`src/rtl/arc4_ksa_param.sv`:
```
// ARC4 key-scheduling engine: optional identity fill of S, then the KSA swap loop,
// driving an external single-port synchronous S memory.
module arc4_ksa_param #(
  parameter int KEY_BYTES = 3,
  parameter int ADDR_W    = 8
) (
  input  logic                   clk,
  input  logic                   rst,
  input  logic                   en,
  input  logic                   do_init,
  input  logic [8*KEY_BYTES-1:0] key,
  output logic                   rdy,
  output logic                   done,
  output logic [ADDR_W-1:0]      addr,
  input  logic [ADDR_W-1:0]      rddata,
  output logic [ADDR_W-1:0]      wrdata,
  output logic                   wren
);

  // state    | meaning
  // IDLE     | ready, waiting for en
  // INIT     | identity fill, one write per cycle
  // K_RD_I   | present S[i] address
  // K_WAIT_I | capture S[i] into si
  // K_RD_J   | update j, present S[j] address
  // K_WAIT_J | capture S[j] into sj
  // K_WR_I   | S[i] <= sj
  // K_WR_J   | S[j] <= si, advance i/kc or finish
  // DONE     | one-cycle completion pulse
  typedef enum logic [3:0] {
    IDLE, INIT, K_RD_I, K_WAIT_I, K_RD_J, K_WAIT_J, K_WR_I, K_WR_J, DONE
  } state_t;

  localparam int KC_W = (KEY_BYTES > 1) ? $clog2(KEY_BYTES) : 1;
  localparam logic [ADDR_W-1:0] I_LAST  = '1;
  localparam logic [KC_W-1:0]   KC_LAST = KC_W'(KEY_BYTES - 1);

  state_t            state, state_nxt;
  logic [ADDR_W-1:0] i, j, si, sj;
  logic [ADDR_W-1:0] kval, j_nxt;
  logic [KC_W-1:0]   kc;
  logic [7:0]        key_arr [KEY_BYTES];

  // Key bytes are truncated or zero-extended to the S data width.
  assign kval  = ADDR_W'(key_arr[kc]);
  assign j_nxt = j + si + kval;

  always_comb begin
    state_nxt = state;
    rdy       = 1'b0;
    done      = 1'b0;
    addr      = '0;
    wrdata    = '0;
    wren      = 1'b0;
    unique case (state)
      IDLE: begin
        rdy = 1'b1;
        if (en) state_nxt = do_init ? INIT : K_RD_I;
      end
      INIT: begin
        addr   = i;
        wrdata = i;
        wren   = 1'b1;
        if (i == I_LAST) state_nxt = K_RD_I;
      end
      K_RD_I: begin
        addr      = i;
        state_nxt = K_WAIT_I;
      end
      K_WAIT_I: state_nxt = K_RD_J;
      K_RD_J: begin
        addr      = j_nxt;
        state_nxt = K_WAIT_J;
      end
      K_WAIT_J: state_nxt = K_WR_I;
      K_WR_I: begin
        addr      = i;
        wrdata    = sj;
        wren      = 1'b1;
        state_nxt = K_WR_J;
      end
      K_WR_J: begin
        addr      = j;
        wrdata    = si;
        wren      = 1'b1;
        state_nxt = (i == I_LAST) ? DONE : K_RD_I;
      end
      DONE: begin
        done      = 1'b1;
        state_nxt = IDLE;
      end
      default: state_nxt = IDLE;
    endcase
  end

  always_ff @(posedge clk) begin
    if (rst) begin
      state <= IDLE;
      i     <= '0;
      j     <= '0;
      si    <= '0;
      sj    <= '0;
      kc    <= '0;
      for (int b = 0; b < KEY_BYTES; b++) key_arr[b] <= '0;
    end else begin
      state <= state_nxt;
      case (state)
        IDLE: begin
          if (en) begin
            i  <= '0;
            j  <= '0;
            kc <= '0;
            for (int b = 0; b < KEY_BYTES; b++)
              key_arr[b] <= key[8*(KEY_BYTES-1-b) +: 8];
          end
        end
        // natural wrap returns i to 0 after the last fill entry
        INIT:     i  <= i + 1'b1;
        K_WAIT_I: si <= rddata;
        K_RD_J:   j  <= j_nxt;
        K_WAIT_J: sj <= rddata;
        K_WR_J: begin
          if (i != I_LAST) begin
            i  <= i + 1'b1;
            kc <= (kc == KC_LAST) ? '0 : kc + 1'b1;
          end
        end
        default: ;
      endcase
    end
  end

endmodule

```
`config.mk`:
```
export PLATFORM = sky130hd
export DESIGN_NAME = arc4_ksa_param
export DESIGN_NICKNAME = d
export VERILOG_FILES = /design/src/rtl/arc4_ksa_param.sv
export SDC_FILE = /design/constraint.sdc
export NUM_CORES = 1
export LEC_CHECK = 0
export ABC_AREA = 0
export CORE_MARGIN = 2
export CORE_UTILIZATION = 53
export CTS_CLUSTER_SIZE = 14
export DETAILED_ROUTE_END_ITERATION = 8
export DONT_BUFFER_PORTS = 1
export GPL_TIMING_DRIVEN = 0
export MAX_ROUTING_LAYER = met4
export PLACE_DENSITY_LB_ADDON = 0.12
export REMOVE_ABC_BUFFERS = 1
export SYNTH_ARGS = -nofsm -noshare
export SYNTH_HDL_FRONTEND = slang
export SYNTH_SLANG_ARGS = --single-unit
```
`constraint.sdc`:
```
create_clock -name clk -period 3.8 [get_ports clk]
set_clock_uncertainty 0.15 [all_clocks]
set_input_delay 0.19 -clock clk [delete_from_list [all_inputs] [get_ports clk]]
set_output_delay 0.19 -clock clk [all_outputs]
set_load 0.01 [all_outputs]
```
Word level (Yosys, flattened, before mapping)
Memory sizes are Yosys's and may differ from the RTL's. A register that Yosys moved wholly into a read port is not among the register bits. Cells that the tools add are included.

Register bits after elaboration: 38. Latch bits: 0. RAM bits: 24. ROM bits: 0. Bits of input ports: 36. Word-level logic and storage cells: 67. Memories: 1.

Add/sub/neg operators: 4. Multiply operators: 0. Div/mod/pow operators: 0. $lt $le $gt $ge: 0. Equal/unequal tests: 14. Shift-type cells: 0. Mux-type cells: 29. Bitwise logic cells: 3. Reductions and logical operators: 10.

Memories: key_arr (words 3, bits a word 8, read ports 1, clocked after memory_dff 1, wr ports 3, RTL line 42) `logic [7:0] key_arr [KEY_BYTES];`.

Operator list (number): $pmux 8 s3 (3); $mux 8 (5); $pmux 4 s8 (1); $add 8x8->8 (2); $eq 4x3->1 const B (4); $pmux 8 s2 (1); $mux 2 (6); $mux 4 (3); $mux 1 (9); $add 8x1->8 const B (1); $eq 4x2->1 const B (2); $eq 8x8->1 const B (1); $ne 8x8->1 const B (1); $ne 2x2->1 const B (3); $reduce_and 3->1 (2); $reduce_or 3->1 (2); $eq 4x1->1 const B (1); $eq 4x4->1 const B (1); $logic_not 4->1 (1); $pmux 2 s2 (1); $reduce_and 2->1 (2); $reduce_bool 2->1 (2); $or 1x1->1 (3); $reduce_bool 3->1 (1); 2 further kinds (2).

Longest topological paths before layout
Word-level depth: 6. Gate-level depth with buffers: 13. Depth with buffers taken out: 12.

Worst setup path after synthesis
Ideal clock, no wire load.

Path kind: flip-flop to output port. Start: register (tool-made name). End: output port addr[7]. Arrival: 2.947 ns. Slack: 0.513 ns. Cell stages (with the launch flop): 12. Cell sequence: dfxtp_1 > clkbuf_1 > a21oi_1 > fa_1 > inv_1 > ha_1 > fa_1 > a21o_1 > o21ba_2 > o21a_1 > or4_1 > nand3_1.

RTL lines: end, declared (RTL line 14) `output logic [ADDR_W-1:0] addr,`.

==> results_dict.tcl <==
set metrics [dict create \
    die_h_microns 83.4 \
    ys_async_sr_fraction 0 \
    maxCapViolations 0 \
    fin_crit_ps 3600 \
    clockBufferDepth 2 \
    critPathRequiredTime_ps 3460 \
    n_antenna_cell 0 \
    min_from "en" \
    setup_tns_ps 0 \
    yosys_register_bits 64 \
    worstMarginPinSlew_ps 1100 \
    critical_path_class "flop to output pin" \
    crit_path_end_kind "output pin" \
    synth_area_leaders "dfxtp_1, edfxtp_1, nand2_1" \
    syn_area_sq_um 3340 \
    cp_data_arrival_time_ps 3260 \
    initial_core_util 0.555 \
    routed_via_density 5.75 \
    grt_antenna_before_repair 0 \
    path_max_fanout 8 \
    drt_wl_total_microns 7460 \
    drive_above_1_share 0.0951 \
    synth_cell_types 44 \
    max-slew-margin-rel 0.265 \
    netlist.area_leader.share 0.239 \
    wl_per_cell_microns 16.1 \
    timing.fmax_mhz 278 \
    cts-root-buf "clkbuf_8" \
    grt_pass1_wl_microns 12600 \
    dp_hpwl_microns 4910 \
    synth-edff-count 24 \
    track_usage 0.235 \
    num_rows 28 \
    finalNetCount 435 \
    grt-ovfl-total 0 \
    boundaryPins 55 \
    yosys_warnings 0 \
    synthFlopType "dfxtp_1" \
    port_buffers 0 \
    dieArea_sq_um 6960 \
    grt_max_degree 33 \
    hold_violations 0 \
    drc 0 \
    power_density_nw_per_um2 433 \
    drt_iter0_drc 189 \
    gp_congestion 0.774 \
    synth.avg_cell_area_sq_um 9.58 \
    rsz0062_at_grt "false" \
    cts_tree "done" \
    grt_pass1_vias 2603 \
    h-tree-depth 3 \
    hold_ws_ps 16.2 \
    clock-sinks 64 \
    synthCells 349 \
    synth_area_leader_cell "dfxtp_1" \
    cp-start-kind "flop" \
    p_leak_nw 1.57 \
    area_growth_pct 21.2 \
    setup_viol 0 \
    vias 2668 \
    finalCritPeriodShare 0.946 \
    ant_nets 0 \
    clkTransAtPathRegs_ps 70 \
    r2r-start "state[3]$_SDFFE_PP0P_" \
    slew_violations 0 \
    peakVddDrop_mv 0.298 \
    die_w_microns 83.4 \
    synth-seq-area-share 0.455 \
    dr.pass1.iters 4 \
    coreArea_sq_um 6030 \
    cts_buffers 9 \
    clock_latency_ps 340 \
    hold_class "primary input to flop" \
    status "finished, final reports clean" \
]
==> per-stage QoR <==
step                      cells  utilization  area [sq um]  power, mW  setup slack [ps]
after detailed placement    405        0.562          3390       1.09               135
after global placement      403        0.556          3350       1.08               159
after CTS                   458        0.662          3990       1.76              54.7
after floorplan             328            -          3260       1.02               471
final                       464        0.673          4050       1.75               205
after global routing        464        0.673          4050       1.84              29.5
==> critical path, cell delays in order (launching register included) <==
cell	delay, ps
dfxtp_4	380
mux2i_1	120
nor2_1	90
a21oi_1	70
fa_1	500
inv_1	40
ha_1	230
fa_2	360
a21o_1	190
o21ba_2	210
o21a_1	180
or4_4	430
nand3_2	110
==> cells in the final DEF (no fill, tap or decap), types with 10 or more instances in the layout <==
| master | count |
|---|---|
| a21oi_1 | 20 |
| a22oi_1 | 16 |
| and2_1 | 25 |
| clkbuf_8 | 11 |
| dfxtp_1 | 38 |
| dlygate4sd3_1 | 36 |
| edfxtp_1 | 24 |
| mux2i_1 | 18 |
| nand2_1 | 50 |
| nor2_1 | 32 |
| o21ai_0 | 10 |
==> path summary, 6_finish.rpt <==
path,cells after the start,to,slack [ps]
max,12,addr[7],200
min,4,state[0]$_SDFFE_PP0P_,20
max reg2reg,6,i[7]$_SDFFE_PP0P_,540
min reg2reg,2,sj[5]$_SDFFE_PP0N_,310
==> state kept, by name, indices dropped and copies added (netlist names), named ones only <==
name     count
i            8
j            8
kc           2
key_arr     24
si           8
sj           8
state        4
==> final cells by class <==
cell class | count | area (sq um)
well taps | 75 | 93.8
repair buffers | 45 | 440
fillers | 454 | 1970
clock inverters | 2 | 35.0
flip-flops and latches | 64 | 1530
inverters | 10 | 37.5
clock buffers | 14 | 184
multi-input cells | 254 | 1740
==> cells by family after synthesis <==
group	Yosys count	synth area share
compound gates	67	0.135
simple gates	142	0.213
flops	64	0.455
xor+xnor	12	0.0314
buf+inv	31	0.0370
mux	18	0.0539
fa+ha+maj	15	0.0741
==> synthesized netlist by cell type, types with 6 or more instances <==
master	instances
dfxtp_1	40
o21ai_0	10
and2_1	25
mux2i_1	18
nor2_1	32
a22oi_1	16
edfxtp_1	24
inv_1	9
xnor2_1	9
nand3_1	6
nand2_1	50
clkbuf_1	17
a21oi_1	20
ha_1	7
fa_1	8
==> report_power, final <==
part           leakage, nW  switching, mW  internal, mW  total [mW]
logic                0.874          0.168         0.128       0.295
registers            0.582         0.0487         0.777       0.825
clock network        0.112          0.254         0.378       0.632
total                 1.57          0.470          1.28        1.75
==> routing by layer <==
| metal | track usage | up-vias | wire length, microns |
|---|---|---|---|
| li1 | - | 1316 | - |
| met3 | 0.0487 | 16 | 421 |
| met2 | 0.357 | 72 | 3540 |
| met1 | 0.302 | 1264 | 3290 |
| met5 | - | - | 0 |
| met4 | 0.114 | 0 | 208 |
==> timing repair <==
action                                 4_1_cts  5_1_grt
setup buffers                                0        6
hold buffers                                37        0
endpoints found under the hold margin       58        0
resized for setup                            3        3
setup endpoints to repair                    1        1
cloned                                       0        0
Power figures use the tool's default switching activity.
